File: src/rtl/riscv_pkg.sv
// Shared types and constants for the unified SRAM controller and its arbiter.
package riscv_pkg;

    typedef enum logic {
        LOAD = 1'b0,
        RUN  = 1'b1
    } sram_arb_state_t;

    typedef struct packed {
        logic valid;
        logic port;
        logic we;
    } sram_resp_tag_t;

    localparam int SRAM_WORDS  = 1024;
    localparam int SRAM_ADDR_W = 10;

    localparam logic PORT_I = 1'b0;
    localparam logic PORT_D = 1'b1;

    function automatic logic [SRAM_ADDR_W-1:0] word_index(input logic [31:0] byte_addr);
        return byte_addr[SRAM_ADDR_W+1:2];
    endfunction

endpackage

File: src/rtl/rr_arb2.sv
// Two-requester round-robin arbiter with combinational grant; port 0 wins the first tie.
module rr_arb2 (
    input  logic clk,
    input  logic rstn,
    input  logic en,
    input  logic req0,
    input  logic req1,
    output logic gnt0,
    output logic gnt1
);

    // High when port 0 took the most recent grant, so a tie goes to port 1.
    logic last_r;

    // Grant selection: a lone requester wins outright, a tie alternates.
    always_comb begin
        gnt0 = 1'b0;
        gnt1 = 1'b0;
        if (en) begin
            if (req0 && req1) begin
                gnt0 = !last_r;
                gnt1 = last_r;
            end else begin
                gnt0 = req0;
                gnt1 = req1;
            end
        end else begin
            gnt0 = 1'b0;
            gnt1 = 1'b0;
        end
    end

    // Remember the winner of every grant.
    always_ff @(posedge clk) begin
        if (!rstn) begin
            last_r <= 1'b0;
        end else if (gnt0 || gnt1) begin
            last_r <= gnt0;
        end else begin
            last_r <= last_r;
        end
    end

endmodule

File: src/rtl/sram_arb_boot.sv
// Boots a single-port SSRAM from a word stream, then shares it between the
// fetch and LSU ports of the core with round-robin arbitration.
module sram_arb_boot
    import riscv_pkg::*;
#(
    parameter int ADDR_W    = 10,
    parameter int DATA_W    = 32,
    parameter int BOOT_BASE = 0
) (
    input  logic              CLK,
    input  logic              RSTn,
    input  logic              ld_valid,
    input  logic [DATA_W-1:0] ld_data,
    input  logic              ld_last,
    output logic              ld_ready,
    output logic              core_rstn,
    output logic              boot_done,
    input  logic              i_req,
    input  logic [31:0]       i_addr,
    input  logic              i_we,
    input  logic [DATA_W-1:0] i_wdata,
    output logic              i_gnt,
    output logic              i_rvalid,
    output logic [DATA_W-1:0] i_rdata,
    input  logic              d_req,
    input  logic [31:0]       d_addr,
    input  logic              d_we,
    input  logic [DATA_W-1:0] d_wdata,
    output logic              d_gnt,
    output logic              d_rvalid,
    output logic [DATA_W-1:0] d_rdata,
    output logic              csb,
    output logic              web,
    output logic [ADDR_W-1:0] addr,
    output logic [DATA_W-1:0] din,
    input  logic [DATA_W-1:0] dout
);

    sram_arb_state_t state_r;
    logic [ADDR_W-1:0] wptr_r;
    sram_resp_tag_t    tag_r;

    logic load_s, run_s, accept_s, i_gnt_s, d_gnt_s, sel_we_s;
    logic unused_addr_bits_s;

    // Everything is qualified by RSTn so the outputs hold reset values while it is low.
    assign load_s   = RSTn && (state_r == LOAD);
    assign run_s    = RSTn && (state_r == RUN);
    assign accept_s = load_s && ld_valid;

    assign unused_addr_bits_s = ^{i_addr[31:ADDR_W+2], i_addr[1:0], d_addr[31:ADDR_W+2], d_addr[1:0]};

    rr_arb2 u_arb (
        .clk  (CLK),
        .rstn (RSTn),
        .en   (run_s),
        .req0 (i_req),
        .req1 (d_req),
        .gnt0 (i_gnt_s),
        .gnt1 (d_gnt_s)
    );

    // Boot sequencing and response tag; the last SRAM word ends boot even without ld_last.
    always_ff @(posedge CLK) begin
        if (!RSTn) begin
            state_r <= LOAD;
            wptr_r  <= ADDR_W'(BOOT_BASE);
            tag_r   <= '{valid: 1'b0, port: 1'b0, we: 1'b0};
        end else begin
            case (state_r)
                LOAD: begin
                    if (accept_s) begin
                        if (ld_last || (wptr_r == {ADDR_W{1'b1}})) begin
                            state_r <= RUN;
                        end else begin
                            wptr_r <= wptr_r + {{(ADDR_W-1){1'b0}}, 1'b1};
                        end
                    end
                end
                RUN:     state_r <= RUN;
                default: state_r <= LOAD;
            endcase
            tag_r <= '{valid: i_gnt_s || d_gnt_s, port: d_gnt_s ? PORT_D : PORT_I, we: sel_we_s};
        end
    end

    // SRAM port mux: boot writer in LOAD, arbitrated core port in RUN.
    always_comb begin
        csb      = 1'b1;
        web      = 1'b1;
        addr     = '0;
        din      = '0;
        sel_we_s = 1'b0;
        if (accept_s) begin
            csb  = 1'b0;
            web  = 1'b0;
            addr = wptr_r;
            din  = ld_data;
        end else if (i_gnt_s) begin
            csb      = 1'b0;
            web      = !i_we;
            addr     = i_addr[ADDR_W+1:2];
            din      = i_wdata;
            sel_we_s = i_we;
        end else if (d_gnt_s) begin
            csb      = 1'b0;
            web      = !d_we;
            addr     = d_addr[ADDR_W+1:2];
            din      = d_wdata;
            sel_we_s = d_we;
        end else begin
            csb = 1'b1;
        end
    end

    assign ld_ready  = load_s;
    assign core_rstn = run_s;
    assign boot_done = run_s;
    assign i_gnt     = i_gnt_s;
    assign d_gnt     = d_gnt_s;

    // Write responses carry zero data; reads pass the macro output straight through.
    assign i_rvalid = RSTn && tag_r.valid && (tag_r.port == PORT_I);
    assign d_rvalid = RSTn && tag_r.valid && (tag_r.port == PORT_D);
    assign i_rdata  = (i_rvalid && !tag_r.we) ? dout : '0;
    assign d_rdata  = (d_rvalid && !tag_r.we) ? dout : '0;

endmodule

File: config.mk
export PLATFORM = sky130hd
export DESIGN_NAME = sram_arb_boot
export DESIGN_NICKNAME = d
export VERILOG_FILES = /design/src/rtl/riscv_pkg.sv /design/src/rtl/rr_arb2.sv /design/src/rtl/sram_arb_boot.sv
export SDC_FILE = /design/constraint.sdc
export NUM_CORES = 1
export LEC_CHECK = 0
export ABC_AREA = 1
export ABC_CLOCK_PERIOD_IN_PS = 4900
export CORE_AREA = 2 2 122 124
export CTS_CLUSTER_DIAMETER = 30
export CTS_CLUSTER_SIZE = 24
export DETAILED_ROUTE_END_ITERATION = 12
export DIE_AREA = 0 0 124 126
export SETUP_SLACK_MARGIN = 0.1
export SYNTH_ARGS = -nofsm -noshare
export SYNTH_HDL_FRONTEND = slang
export SYNTH_SLANG_ARGS = --single-unit
File: constraint.sdc
create_clock -name CLK -period 4.9 [get_ports CLK]
set_clock_uncertainty 0.2 [all_clocks]
set_input_delay 0.98 -clock CLK [delete_from_list [all_inputs] [get_ports CLK]]
set_output_delay 0.98 -clock CLK [all_outputs]
set_load 0.02 [all_outputs]
==> key figures, run 1 <==
Floorplan
  – Die width: 124 µm
  – Die ar.: between 15000 and 20000 µm²
  – Die height: 126 µm
  – Starting density of the core: roughly 14%
  – Cell row count: 44
  – Core region area: 14300 µm²
  – IO Count: roughly 320

STA
  – Final Hold Vio Count: 0
  – Final worst slack: 498 ps
  – Final setup fails: 0
  – Fmax: 227 MHz
  – Min Tclk post-route: 4400 ps
  – Slew Viols, Final: 0
  – Post-route clock period utilization: around 90%
  – Sum of negative setup slack: 0 ps
  – Worst-Margin Slew: 344 ps
  – Slew margin rel.: 77.1%
  – Unrepaired setup endpoints after global routing: no

Status
  – Outcome: completed

Final layout
  – Multi-input logic area: 1370 µm²
  – Fillers: 1561
  – Layout Nets: 869
  – Antenna Cells: 0
  – Register area: 300 µm²
  – Area grow syn2layout: 151%
  – Share of layout cells above drive strength 1: 3.15%

Clock tree
  – CTS Buf Count: 3
  – Htree depth: 1
  – TritonCTS clock tree: yes
  – Post-cts sizing count: 0
  – Total clock sinks: 15
  – Root buf cell: clkbuf_16
  – Clock buffer depth: 2
  – Number of setup buffers added after CTS: 0
  – Clock latency on the worst-skew pair: approximately 240 ps
  – CTS Hold Buffers Added: 0
  – Clock-pin slew on the worst setup and hold paths: 50 ps

Critical path
  – Slowest cell on crit path: clkdlybuf4s50_1
  – CP cell instances: clkdlybuf4s50_1 > inv_2 > nor2_4 > nand2_4 > clkinv_4 > nand2_1 > nand3_1 > clkdlybuf4s50_1
  – Required @ worst endpoint: 3720 ps
  – Crit start category: primary input
  – Crit-path max FO: 45
  – Reg2reg setup slack: between 3000 and 4000 ps
  – FF-to-FF path depth: 9
  – CP top delay family: buffers and inverters
  – Element type at the critical path end: primary output
  – CP most frequent cell: clkdlybuf4s50_1
  – Crit. path cell count: 8
  – Crit-path max cell delay: around 650 ps
  – Critical path arrival: 3220 ps
  – Crit path kind: in2out
  – Worst path bufs/invs: 4

Drt
  – Pre-antenna DRT Iters: 6
  – Vias: 3262
  – DRT antenna net count: 0
  – DRC errors left: 0
  – Per-cell routed wire length: 12.8 µm
  – Initial DRC Count: 114
  – WL final: between 10 and 15 mm
  – Vias per Instance: 3.83

Yosys
  – Synth Register Bits: 15
  – Post-synth net total: 609
  – Synthesized instance count: 408
  – Synth warnings: 0
  – Synth unique cells: 27
  – Post-synthesis sequential area ratio: 15.3%
  – Syn Area/Cell: between 4 and 5 µm²
  – Mapped Area: 1970 µm²

Global routing
  – Initial antenna violation count: 1
  – Total gr overflow: 0
  – Largest net degree at the start of global routing: 46
  – Vias in the first global route: 3158
  – First-pass GRT wire length: 16.1 mm
  – GRT Util Overall: 12.8%

Placed design
  – Pre-CTS WS: about 480 ps
  – Placer Congestion: around 0.79
  – Hpwl dp: 8.94 mm
  – Port bufs: 270

Pwr
  – Static Leak: 2.09 nW
  – Switching share of total power: 28.6%
  – PD cells: 114 nW/µm²
  – Total power: 0.000565 W
  – Clock power share: 27.9%
  – Sequential share of power: between 20% and 30%
  – Cell-internal power: 0.000404 W
  – Max IR drop VDD: 149 µV
  – P_sw: between 0.00015 and 0.0002 W
  – Logic pwr share: 49.7%

Worst hold path
  – Hold Crit Class: reg2reg
  – Hold depth: 2

Run
  – MaxCap Viol Count: 0
## registers in the layout, indices dropped and copies added (netlist names)
name and flops:
state_r 1, wptr_r 10, u_arb.last_r 1, tag_r 3
## cells in the mapped netlist
library cell / count / share of area (%)
a22o_1: 1 / 0.45
clkbuf_1: 6 / 1.1
o21ai_2: 1 / 0.45
buf_4: 2 / 0.76
o21ai_0: 1 / 0.25
nor2_4: 2 / 1.1
inv_2: 3 / 0.57
nand2_2: 1 / 0.32
nor2_1: 79 / 15
buf_2: 12 / 3.1
nand4_1: 3 / 0.95
and3_1: 1 / 0.32
clkinv_4: 1 / 0.45
nor2_2: 2 / 0.64
xor2_1: 3 / 1.3
o211ai_1: 1 / 0.38
clkinv_1: 1 / 0.19
nand3_1: 47 / 12
a21oi_1: 9 / 2.3
nor3_1: 1 / 0.25
ha_1: 1 / 0.64
nand2_1: 163 / 31
inv_1: 48 / 9.2
nand3_2: 1 / 0.51
nand3b_1: 2 / 0.76
nand2_4: 1 / 0.57
dfxtp_1: 15 / 15
## cell families (layout without fill, tap and decap cells)
family	after synthesis	count (layout)	synth area share [%]
AND/OR/NAND/NOR	303	303	63.6
buffers and inverters	73	332	15.3
XOR/XNOR	3	3	1.34
AO/OA/AOI/OAI	13	13	3.82
adder cells (fa/ha/maj)	1	1	0.636
flip-flops	15	15	15.3
## power groups by stage
stage                     Combinational (W)  Clock [W]  Sequential (W)
after floorplan                   0.0000899          0        0.000129
after global placement             0.000283          0        0.000129
after detailed placement           0.000283          0        0.000129
after CTS                          0.000285   0.000163        0.000127
after global routing               0.000303   0.000168        0.000127
final                              0.000281   0.000158        0.000127
## worst paths after layout
kind	end	startpoint
worst max-delay path	din[5]	RSTn
worst min-delay path	u_arb.last_r	u_arb.last_r
worst max register to register	wptr_r[4]	wptr_r[0]
worst min register to register	u_arb.last_r	u_arb.last_r
## worst register-to-register path, cell delays in order (launching register included)
cell     delay, ps
dfxtp_1        400
ha_1           230
nand2_1         80
nor2_2         140
nand3_1        150
nand2_1        180
inv_1           90
nand2_1         70
nand2_1         40
a21oi_1        110
## per-layer routing
metal	wire length [µm]	part of all wire [%]	track usage [%]	up-vias
li1	-	-	-	1750
met1	4140	38	14.0	1397
met2	5720	53	25.4	107
met3	886	8.1	2.76	8
met4	126	1.2	1.52	0
met5	0	0	0	-
## cell type report
type                            instances  share of cell area [%]
Inverter                               53                    4.12
Tap cell                              184                    4.66
Multi-Input combinational cell        320                    27.6
Clock inverter                          1                   0.101
Sequential cell                        15                    6.07
Timing Repair Buffer                  275                    55.9
Clock buffer                            3                    1.52
## through the flow
step | cell area (µm²) | instances | util, % | hold WS (ps)
floorplan | 1970 | 408 | - | 277
global placement | 4860 | 847 | 34.0 | 299
detailed placement | 4860 | 847 | 34.0 | 308
CTS | 4940 | 851 | 34.5 | 313
global route | 4940 | 851 | 34.5 | 331
finish | 4940 | 851 | 34.5 | 307
## layout by cell type (no fill, tap or decap), drive strengths merged
cell,count
clkbuf,3
and3,1
clkinv,3
o21ai,2
nor2,83
nand2,165
a21oi,9
xor2,3
ha,1
dfxtp,15
nand3b,2
clkdlybuf4s50,270
nand4,3
nand3,48
nor3,1
a22o,1
o211ai,1
inv,51
buf,5
Power figures use the tool's default switching activity.
==> inputs of run 2 (changes only) <==
ABC_CLOCK_PERIOD_IN_PS = 4850   (was 4900)
CORE_AREA = 2 2 121 123   (was 2 2 122 124)
DIE_AREA = 0 0 123 125   (was 0 0 124 126)
clock period = 4.85 ns   (was 4.9 ns; I/O delays follow)
==> run 2 against run 1 <==
Global-route usage is 0.33 points higher. Critical path depth is 1 higher. Worst setup slack worse by 94 ps. Via count is 2.4% higher. First-iteration DRC count is 8.8% higher. Largest cell class unchanged. Worst hold slack better by 3.2 ps. Utilization is 0.31 points higher.
==> key figures, run 2 (synthesis results as in run 1) <==
Final layout
  – Register area: approximately 300 µm²
  – Layout Nets: 870
  – Max reg flops: 10
  – Commonest non-fill, non-tap cell in the layout: clkdlybuf4s50_1
  – Multi-input logic area: roughly 1400 µm²
  – Area grow syn2layout: 152%
  – Antenna Cells: 0
  – Share of layout cells above drive strength 1: between 3 and 4%
  – Post-Layout Inst Area: about 5000 µm²
  – Largest registers: wptr_r: 10 flops, tag_r: 3 flops
  – Non-Filler Instances: 852
  – Top reg by flops: wptr_r
  – Fillers: 1576
  – Most frequent cells in the layout: 270 x clkdlybuf4s50_1, 163 x nand2_1, 79 x nor2_1
  – Final design utilization: 34.9%

Floorplan
  – Core region area: 14200 µm²
  – Die ar.: approximately 15000 µm²
  – Starting density of the core: 13.8%
  – IO Count: around 320
  – Cell row count: 44
  – Die width: 123 µm
  – Die height: 125 µm

STA
  – Sum of negative setup slack: 0 ps
  – Min Tclk post-route: 4450 ps
  – Fmax: 225 MHz
  – Unrepaired setup endpoints after global routing: no
  – Final Hold Vio Count: 0
  – Slew margin rel.: 77.4%
  – Post-route clock period utilization: 91.7%
  – Worst-Margin Slew: 338 ps
  – Slew Viols, Final: 0
  – Final worst slack: ~400 ps
  – Final setup fails: 0

Clock tree
  – CTS Hold Buffers Added: 0
  – Root buf cell: clkbuf_16
  – Htree depth: 1
  – Number of setup buffers added after CTS: 0
  – Clock latency on the worst-skew pair: 240 ps
  – TritonCTS clock tree: yes
  – Total clock sinks: 15
  – Post-cts sizing count: 0
  – Clock-pin slew on the worst setup and hold paths: around 50 ps
  – Clock buffer depth: 2
  – CTS Buf Count: 3

Drt
  – Vias per Instance: roughly 3.9
  – Initial DRC Count: 124
  – DRT antenna net count: 0
  – Per-cell routed wire length: about 13 µm
  – DRC errors left: 0
  – WL final: about 11 mm
  – Pre-antenna DRT Iters: 4
  – Vias: between 3000 and 4000

Pwr
  – Static Leak: between 2 and 2.5 nW
  – Clock power share: 27.9%
  – Sequential share of power: 22.4%
  – Cell-internal power: just over 0.0004 W
  – P_sw: roughly 0.00016 W
  – Switching share of total power: 28.3%
  – PD cells: 116 nW/µm²
  – Max IR drop VDD: just over 90 µV
  – Logic pwr share: 49.8%

Global routing
  – Vias in the first global route: 3057
  – Initial antenna violation count: 0
  – GRT Util Overall: 13.1%
  – M1 GR Usage: 16.1%
  – Largest net degree at the start of global routing: 41
  – Routing usage on met3: between 2 and 2.5%
  – Gr busiest metal: met2
  – First-pass GRT wire length: 16.3 mm
  – Total gr overflow: 0
  – GRT met2 Usage: 23.7%

Critical path
  – Required @ worst endpoint: 3680 ps
  – Reg2Reg Launch Point: wptr_r[1]
  – Crit start category: primary input
  – FF-to-FF path depth: 9
  – Element type at the critical path end: primary output
  – Reg2reg setup slack: 3090 ps
  – CP cell instances: clkdlybuf4s50_1 > inv_2 > nor2_4 > nand2_4 > clkinv_4 > buf_4 > nand2_1 > nand3_1 > clkdlybuf4s50_1
  – Slowest cell on crit path: clkdlybuf4s50_1
  – Worst setup path startpoint: RSTn
  – Crit path kind: in2out
  – Critical path arrival: 3280 ps
  – CP most frequent cell: clkdlybuf4s50_1
  – Crit-path max FO: 35
  – R2R Path End: wptr_r[4]
  – Crit-path max cell delay: around 670 ps
  – Crit path to: din[20]

Placed design
  – Hpwl dp: 8.94 mm
  – Placer Congestion: between 0.8 and 0.9
  – Port bufs: between 200 and 300
  – Pre-CTS WS: 376 ps
  – Placement Cell Area: roughly 4900 µm²
  – Placed insts: 848

Status
  – Outcome: completed

Run
  – MaxCap Viol Count: 0

Worst hold path
  – Hold Crit Class: reg2reg
-- run 2: cell types whose count changed in the layout (fill, tap and decap cells not counted), sizes merged --
cell	delta
buf	+1
clkinv	-1
clkbuf	+1
-- run 2: power groups by stage --
stage	Clock [W]	Combinational, W	Sequential (W)
after CTS	0.000163	0.000288	0.000128
after floorplan	0	0.0000908	0.000130
after detailed placement	0	0.000287	0.000130
final	0.000159	0.000285	0.000128
after global placement	0	0.000286	0.000130
after global routing	0.000166	0.000306	0.000128
-- run 2: worst min-delay path by stage --
stage,start,slack [ps],to,depth (start not counted)
after floorplan,wptr_r[6],280,wptr_r[6],2
after global placement,u_arb.last_r,300,u_arb.last_r,2
after detailed placement,u_arb.last_r,300,u_arb.last_r,2
after CTS,u_arb.last_r,310,u_arb.last_r,2
after global routing,wptr_r[6],330,wptr_r[6],2
final,u_arb.last_r,310,u_arb.last_r,2
-- run 2: metal layers --
layer | vias to the layer above | wire length (µm)
li1 | 1751 | -
met1 | 1435 | 4310
met2 | 134 | 5330
met3 | 21 | 895
met4 | 0 | 231
met5 | - | 0
-- run 2: through the flow --
stage	power [W]	hold slack, ps
CTS	0.000579	309
finish	0.000572	310
global placement	0.000416	297
floorplan	0.000221	277
detailed placement	0.000417	302
global route	0.000600	334
-- run 2: final cells by class --
class / instances / area share (%)
clock buffers: 4 / 1.59
inverters: 53 / 4.12
multi-input cells: 320 / 27.6
flip-flops and latches: 15 / 6.07
well taps: 184 / 4.65
repair buffers: 276 / 56.0
-- run 2: critical path, delay by kind of cell --
| family | cells | cell delay, ps |
|---|---|---|
| and+or+nand+nor | 4 | 390 |
| buffers and inverters | 5 | 1900 |
